File: config.mk
export PLATFORM = sky130hd
export DESIGN_NAME = multicycle_control
export DESIGN_NICKNAME = d
export VERILOG_FILES = /design/src/rtl/multicycle_control_pkg.sv /design/src/rtl/multicycle_control_opcode_decode.sv /design/src/rtl/multicycle_control.sv
export SDC_FILE = /design/constraint.sdc
export NUM_CORES = 1
export LEC_CHECK = 0
export CAP_MARGIN = 10
export CORE_UTILIZATION = 46
export CTS_BUF_LIST = sky130_fd_sc_hd__clkbuf_2 sky130_fd_sc_hd__clkbuf_4 sky130_fd_sc_hd__clkbuf_8
export DETAILED_ROUTE_END_ITERATION = 10
export PLACE_DENSITY_LB_ADDON = 0.3
export SLEW_MARGIN = 20
export SYNTH_ARGS = -nofsm -noshare
export SYNTH_HDL_FRONTEND = slang
export SYNTH_HIERARCHICAL = 1
export SYNTH_SLANG_ARGS = --single-unit
File: constraint.sdc
create_clock -name i_clk -period 2.9 [get_ports i_clk]
set_clock_uncertainty 0.1 [all_clocks]
set_input_delay 0.435 -clock i_clk [delete_from_list [all_inputs] [get_ports i_clk]]
set_output_delay 0.435 -clock i_clk [all_outputs]
set_load 0.03 [all_outputs]
File: src/rtl/multicycle_control_pkg.sv
// Shared definitions for the multi-cycle RV32I main control FSM:
// opcode constants, ALU control codes, datapath mux encodings and
// the decoded instruction-class / control-bundle structures.
package multicycle_control_pkg;

    // RV32I major opcodes (IR[6:0])
    localparam logic [6:0] OPC_LOAD   = 7'b0000011;
    localparam logic [6:0] OPC_OP_IMM = 7'b0010011;
    localparam logic [6:0] OPC_AUIPC  = 7'b0010111;
    localparam logic [6:0] OPC_STORE  = 7'b0100011;
    localparam logic [6:0] OPC_OP     = 7'b0110011;
    localparam logic [6:0] OPC_LUI    = 7'b0110111;
    localparam logic [6:0] OPC_BRANCH = 7'b1100011;
    localparam logic [6:0] OPC_JALR   = 7'b1100111;
    localparam logic [6:0] OPC_JAL    = 7'b1101111;

    // Codes consumed by the ALU control decoder
    localparam logic [1:0] ALU_NOP   = 2'b00;
    localparam logic [1:0] ALU_ADD   = 2'b01;
    localparam logic [1:0] ALU_SUB   = 2'b10;
    localparam logic [1:0] ALU_FUNCT = 2'b11;

    // ALU operand A select
    localparam logic [1:0] SRCA_RS1   = 2'b00;
    localparam logic [1:0] SRCA_PC    = 2'b01;
    localparam logic [1:0] SRCA_OLDPC = 2'b10;
    localparam logic [1:0] SRCA_ZERO  = 2'b11;

    // ALU operand B select
    localparam logic [1:0] SRCB_RS2  = 2'b00;
    localparam logic [1:0] SRCB_IMM  = 2'b01;
    localparam logic [1:0] SRCB_FOUR = 2'b10;

    // Register-file writeback select
    localparam logic [1:0] WB_ALUOUT = 2'b00;
    localparam logic [1:0] WB_MDR    = 2'b01;
    localparam logic [1:0] WB_PC     = 2'b10;

    // One-hot instruction class produced by the opcode decoder
    typedef struct packed {
        logic isOp;
        logic isOpImm;
        logic isLui;
        logic isAuipc;
        logic isLoad;
        logic isStore;
        logic isBranch;
        logic isJal;
        logic isJalr;
    } instClass_t;

    // Complete set of strobes the FSM drives into the datapath
    typedef struct packed {
        logic [1:0] aluCtrl;
        logic       funct7En;
        logic [1:0] aluSrcA;
        logic [1:0] aluSrcB;
        logic       memReq;
        logic       memWe;
        logic       iord;
        logic       irWe;
        logic       pcWe;
        logic       pcSrc;
        logic       rfWe;
        logic [1:0] wbSel;
        logic       retire;
        logic       illegal;
    } ctrl_t;

endpackage

File: src/rtl/multicycle_control_opcode_decode.sv
// Combinational opcode classifier: maps IR[6:0] to a one-hot
// instruction class plus a legal flag for the DECODE dispatch.
module opcode_decode
    import multicycle_control_pkg::*;
(
    input  logic [6:0] i_opcode,
    output instClass_t o_class,
    output logic       o_legal
);

    // Classify the opcode; anything unrecognised leaves every class bit low
    always_comb begin
        o_class = '0;
        case (i_opcode)
            OPC_OP:     o_class.isOp     = 1'b1;
            OPC_OP_IMM: o_class.isOpImm  = 1'b1;
            OPC_LUI:    o_class.isLui    = 1'b1;
            OPC_AUIPC:  o_class.isAuipc  = 1'b1;
            OPC_LOAD:   o_class.isLoad   = 1'b1;
            OPC_STORE:  o_class.isStore  = 1'b1;
            OPC_BRANCH: o_class.isBranch = 1'b1;
            OPC_JAL:    o_class.isJal    = 1'b1;
            OPC_JALR:   o_class.isJalr   = 1'b1;
            default:    o_class = '0;
        endcase
        o_legal = |o_class;
    end

endmodule

File: src/rtl/multicycle_control.sv
// Main control FSM of the multi-cycle RV32I core. Sequences each
// instruction through fetch/decode/execute/memory/writeback and drives
// the datapath strobes, the memory-port handshake and alu_ctrl.
module multicycle_control
    import multicycle_control_pkg::*;
#(
    parameter int XLEN = 32
) (
    input  logic       i_clk,
    input  logic       i_reset_n,
    input  logic [6:0] i_opcode,
    input  logic [2:0] i_funct3,
    input  logic       i_mem_ready,
    input  logic       i_branch_cond,
    output logic [1:0] o_alu_ctrl,
    output logic       o_funct7_en,
    output logic [1:0] o_alu_src_a,
    output logic [1:0] o_alu_src_b,
    output logic       o_mem_req,
    output logic       o_mem_we,
    output logic       o_iord,
    output logic       o_ir_we,
    output logic       o_pc_we,
    output logic       o_pc_src,
    output logic       o_rf_we,
    output logic [1:0] o_wb_sel,
    output logic       o_retire,
    output logic       o_illegal
);

    typedef enum logic [3:0] {
        S_FETCH, S_DECODE, S_EXEC_R, S_EXEC_I, S_EXEC_U,
        S_MEM_ADDR, S_MEM_RD, S_MEM_WR, S_WB_ALU, S_WB_MEM,
        S_BRANCH, S_JAL, S_JALR, S_TRAP
    } state_t;

    state_t     r_state;
    state_t     w_nextState;
    instClass_t w_class;
    logic       w_legal;
    ctrl_t      w_ctrl;

    // The controller carries no data; XLEN only documents the core width
    if (XLEN != 32) begin : g_nonStandardXlen
    end

    opcode_decode u_opcodeDecode (
        .i_opcode (i_opcode),
        .o_class  (w_class),
        .o_legal  (w_legal)
    );

    // State register with synchronous active-low reset back to FETCH
    always_ff @(posedge i_clk) begin
        if (!i_reset_n) r_state <= S_FETCH;
        else            r_state <= w_nextState;
    end

    // Next-state logic; memory states hold until mem_ready, TRAP is absorbing
    always_comb begin
        w_nextState = r_state;
        case (r_state)
            S_FETCH:    if (i_mem_ready) w_nextState = S_DECODE;
            S_DECODE: begin
                if (!w_legal)                          w_nextState = S_TRAP;
                else if (w_class.isOp)                 w_nextState = S_EXEC_R;
                else if (w_class.isOpImm)              w_nextState = S_EXEC_I;
                else if (w_class.isLui || w_class.isAuipc) w_nextState = S_EXEC_U;
                else if (w_class.isLoad || w_class.isStore) w_nextState = S_MEM_ADDR;
                else if (w_class.isBranch)             w_nextState = S_BRANCH;
                else if (w_class.isJal)                w_nextState = S_JAL;
                else                                   w_nextState = S_JALR;
            end
            S_EXEC_R, S_EXEC_I, S_EXEC_U: w_nextState = S_WB_ALU;
            S_MEM_ADDR: w_nextState = w_class.isStore ? S_MEM_WR : S_MEM_RD;
            S_MEM_RD:   if (i_mem_ready) w_nextState = S_WB_MEM;
            S_MEM_WR:   if (i_mem_ready) w_nextState = S_FETCH;
            S_WB_ALU, S_WB_MEM, S_BRANCH, S_JAL, S_JALR: w_nextState = S_FETCH;
            S_TRAP:     w_nextState = S_TRAP;
            default:    w_nextState = S_TRAP;
        endcase
    end

    // Output decode; everything is forced to zero while reset is asserted
    always_comb begin
        w_ctrl = '0;
        w_ctrl.aluCtrl = ALU_NOP;
        if (i_reset_n) begin
            case (r_state)
                S_FETCH: begin
                    w_ctrl.aluCtrl = ALU_ADD;
                    w_ctrl.aluSrcA = SRCA_PC;
                    w_ctrl.aluSrcB = SRCB_FOUR;
                    w_ctrl.memReq  = 1'b1;
                    w_ctrl.irWe    = i_mem_ready;
                    w_ctrl.pcWe    = i_mem_ready;
                end
                S_DECODE: begin
                    w_ctrl.aluCtrl = ALU_ADD;
                    w_ctrl.aluSrcA = SRCA_OLDPC;
                    w_ctrl.aluSrcB = SRCB_IMM;
                end
                S_EXEC_R: begin
                    w_ctrl.aluCtrl  = ALU_FUNCT;
                    w_ctrl.aluSrcA  = SRCA_RS1;
                    w_ctrl.aluSrcB  = SRCB_RS2;
                    w_ctrl.funct7En = 1'b1;
                end
                S_EXEC_I: begin
                    w_ctrl.aluCtrl  = ALU_FUNCT;
                    w_ctrl.aluSrcA  = SRCA_RS1;
                    w_ctrl.aluSrcB  = SRCB_IMM;
                    w_ctrl.funct7En = (i_funct3 == 3'b101);
                end
                S_EXEC_U: begin
                    w_ctrl.aluCtrl = ALU_ADD;
                    w_ctrl.aluSrcA = w_class.isLui ? SRCA_ZERO : SRCA_OLDPC;
                    w_ctrl.aluSrcB = SRCB_IMM;
                end
                S_MEM_ADDR: begin
                    w_ctrl.aluCtrl = ALU_ADD;
                    w_ctrl.aluSrcA = SRCA_RS1;
                    w_ctrl.aluSrcB = SRCB_IMM;
                end
                S_MEM_RD: begin
                    w_ctrl.memReq = 1'b1;
                    w_ctrl.iord   = 1'b1;
                end
                S_MEM_WR: begin
                    w_ctrl.memReq = 1'b1;
                    w_ctrl.memWe  = 1'b1;
                    w_ctrl.iord   = 1'b1;
                    w_ctrl.retire = i_mem_ready;
                end
                S_WB_ALU: begin
                    w_ctrl.rfWe   = 1'b1;
                    w_ctrl.wbSel  = WB_ALUOUT;
                    w_ctrl.retire = 1'b1;
                end
                S_WB_MEM: begin
                    w_ctrl.rfWe   = 1'b1;
                    w_ctrl.wbSel  = WB_MDR;
                    w_ctrl.retire = 1'b1;
                end
                S_BRANCH: begin
                    w_ctrl.aluCtrl = ALU_SUB;
                    w_ctrl.aluSrcA = SRCA_RS1;
                    w_ctrl.aluSrcB = SRCB_RS2;
                    w_ctrl.pcWe    = i_branch_cond;
                    w_ctrl.pcSrc   = i_branch_cond;
                    w_ctrl.retire  = 1'b1;
                end
                S_JAL: begin
                    w_ctrl.pcWe   = 1'b1;
                    w_ctrl.pcSrc  = 1'b1;
                    w_ctrl.rfWe   = 1'b1;
                    w_ctrl.wbSel  = WB_PC;
                    w_ctrl.retire = 1'b1;
                end
                S_JALR: begin
                    w_ctrl.aluCtrl = ALU_ADD;
                    w_ctrl.aluSrcA = SRCA_RS1;
                    w_ctrl.aluSrcB = SRCB_IMM;
                    w_ctrl.pcWe    = 1'b1;
                    w_ctrl.rfWe    = 1'b1;
                    w_ctrl.wbSel   = WB_PC;
                    w_ctrl.retire  = 1'b1;
                end
                S_TRAP:  w_ctrl.illegal = 1'b1;
                default: w_ctrl.illegal = 1'b1;
            endcase
        end
    end

    assign o_alu_ctrl  = w_ctrl.aluCtrl;
    assign o_funct7_en = w_ctrl.funct7En;
    assign o_alu_src_a = w_ctrl.aluSrcA;
    assign o_alu_src_b = w_ctrl.aluSrcB;
    assign o_mem_req   = w_ctrl.memReq;
    assign o_mem_we    = w_ctrl.memWe;
    assign o_iord      = w_ctrl.iord;
    assign o_ir_we     = w_ctrl.irWe;
    assign o_pc_we     = w_ctrl.pcWe;
    assign o_pc_src    = w_ctrl.pcSrc;
    assign o_rf_we     = w_ctrl.rfWe;
    assign o_wb_sel    = w_ctrl.wbSel;
    assign o_retire    = w_ctrl.retire;
    assign o_illegal   = w_ctrl.illegal;

endmodule
==> summary.txt <==
Clock network
  – CTS tree: yes
  – Clk sinks: 4
  – Clock Latency Late Sink: 0.23 ns
  – CTS root buf: clkbuf_4
  – Cts bufs inserted: 3
  – Bufs on Longest Clock Path: 2
  – Resized cells post-CTS: 0
  – Cts hold-fix bufs: 0
  – Clk slew on worst S/H paths: 0.03 ns
  – Setup bufs post-CTS: 0
  – H-tree Lvls: 1

Timing
  – Unrepaired setup endpoints after global routing: no
  – Min cycle time layout: 2.80 ns
  – Setup TNS: 0 ns
  – Max frequency: 358 MHz
  – Period Utilization, post-route: 96.4%
  – Pin slew with the least headroom to its limit: 0.558 ns
  – Max Slew Vio Count: 0
  – Final Setup Violations: 0
  – Headroom to the max-slew limit: 62.7%
  – Endpoints failing hold: 0

Worst setup path
  – Startpoint Class: input pin
  – Worst EP arrival: 2.26 ns
  – WS Path Type: input pin to output port
  – Largest fanout on the critical path: 5
  – Worst Setup End Kind: output port
  – Worst Path Required: 2.37 ns

Synthesis
  – Post-Syn Area per Cell: 6.75 sq um
  – Mapped Area: 729 sq um
  – Post-Syn Nets: 122
  – Post-Synthesis Cells: 108
  – Ys Warns: 6

Power and ir drop
  – Sequential power share: 21.8%
  – Net Sw Frac: 46.3%
  – Switch Pwr: 0.206 mW
  – Static leakage: 0.382 nW
  – Clock share of power: 14.7%
  – P per Cell Area: 424 mW/mm^2
  – Int Pwr: 0.239 mW
  – VDD IR-drop max: 0.000353 V
  – Part of the power in combinational logic: 63.4%

Routing
  – Via density per instance: 5.77
  – DRC Markers: 0
  – DRT antenna net count: 0
  – Wire length per cell: 12.1 um
  – Via count: 888
  – Final WL: 1860 um
  – 1st-iter DRT viols: 17
  – Drt first pass iters: 4

Placed design
  – Area after DPL: 0.00102 sq mm
  – Routability cong.: 0.870
  – Detailed placer's ending HPWL: 1470 um
  – Port bufs: 31
  – Post-placement cell count: 151

Floorplan
  – Core ar.: 0.00149 sq mm
  – Die Height: 41.8 um
  – Rows: 14
  – Die W: 41.8 um
  – Die ar.: 0.00175 sq mm
  – I/O pins: 32
  – Initial core utilization: 49.0%

Cells and area
  – Biggest register: r_state
  – Max FFs per register: 4
  – Final design utilization: 70.3%
  – Share of layout cells above drive strength 1: 12.3%
  – Final-stage net count: 154
  – Final std cells w/o fill: 154
  – Largest regs: r_state x4
  – ANT cells: 0
  – Area Overhead vs Synth: 43.6%
  – Fin area: 0.00105 sq mm

Flow run
  – Max Cap Viol: 0

Run status
  – Outcome: finished, final reports clean

Global route
  – Largest net degree at the start of global routing: 20
  – Congestion Overflow GR: 0
  – Tot GR Track Use: 21.6%
  – First-pass GRT wire length: 3020 um
  – Antenna violations before repair: 0
  – Vias in the first global route: 728

Worst hold path
  – HP Class: flip-flop to flip-flop
## power groups by stage
stage          sequential, mW  combinational [mW]  clock, mW
6_report               0.0971               0.282     0.0655
2_1_floorplan          0.0692               0.225          0
4_1_cts                0.0957               0.282     0.0697
5_1_grt                0.0987               0.302     0.0743
3_3_place_gp           0.0955               0.277          0
3_5_place_dp           0.0963               0.281          0
## per-stage QoR
stage	power (mW)	hold slack [ns]	setup WS [ns]
global placement	0.373	0.618	0.151
CTS	0.447	0.653	0.101
floorplan	0.295	0.509	0.328
global route	0.476	0.690	0.00262
finish	0.445	0.662	0.104
detailed placement	0.378	0.644	0.102
## layer usage
| layer | GRT usage [%] | up-vias | wire length [um] |
|---|---|---|---|
| li1 | - | 452 | - |
| met1 | 30.4 | 391 | 861 |
| met2 | 33.8 | 45 | 849 |
| met3 | 2.61 | 0 | 145 |
| met4 | 7.74 | 0 | 0 |
| met5 | 0 | - | 0 |
## path summary, 6_finish.rpt
check        cells after the start             end  slack [ns]         from
max                              6  o_alu_src_a[0]        0.10  i_opcode[3]
min reg2reg                      2      r_state[1]        0.66   r_state[0]
min                              2      r_state[1]        0.66   r_state[0]
max reg2reg                      4      r_state[3]        1.37   r_state[1]
## critical path, stage by stage
cell             delay, ns
clkdlybuf4s50_1       0.47
nand4b_1              0.23
nor2_1                0.21
nor2b_1               0.07
nor3_1                0.15
clkdlybuf4s50_1       0.70
## cell type report
| type | instances | area [sq um] |
|---|---|---|
| well taps | 16 | 20.0 |
| inverters | 3 | 11.3 |
| fillers | 129 | 442 |
| multi-input cells | 91 | 563 |
| repair buffers | 37 | 350 |
| clock buffers | 3 | 22.5 |
| flip-flops and latches | 4 | 80.1 |
## layout by cell type, fill, tap and decap left out, types with 2 or more instances in the layout
cell type         n
o31ai_1           3
dfxtp_1           4
o21ai_0           3
nor2_1           13
a211oi_1          2
nand2b_1          7
nor3_1            7
buf_4             8
nor3b_1           2
a21oi_1           8
clkdlybuf4s50_1  29
nand3b_1          4
nand3_1           2
inv_1             3
clkbuf_4          3
nor2b_1           2
nand2_1          12
Power figures use the tool's default switching activity.
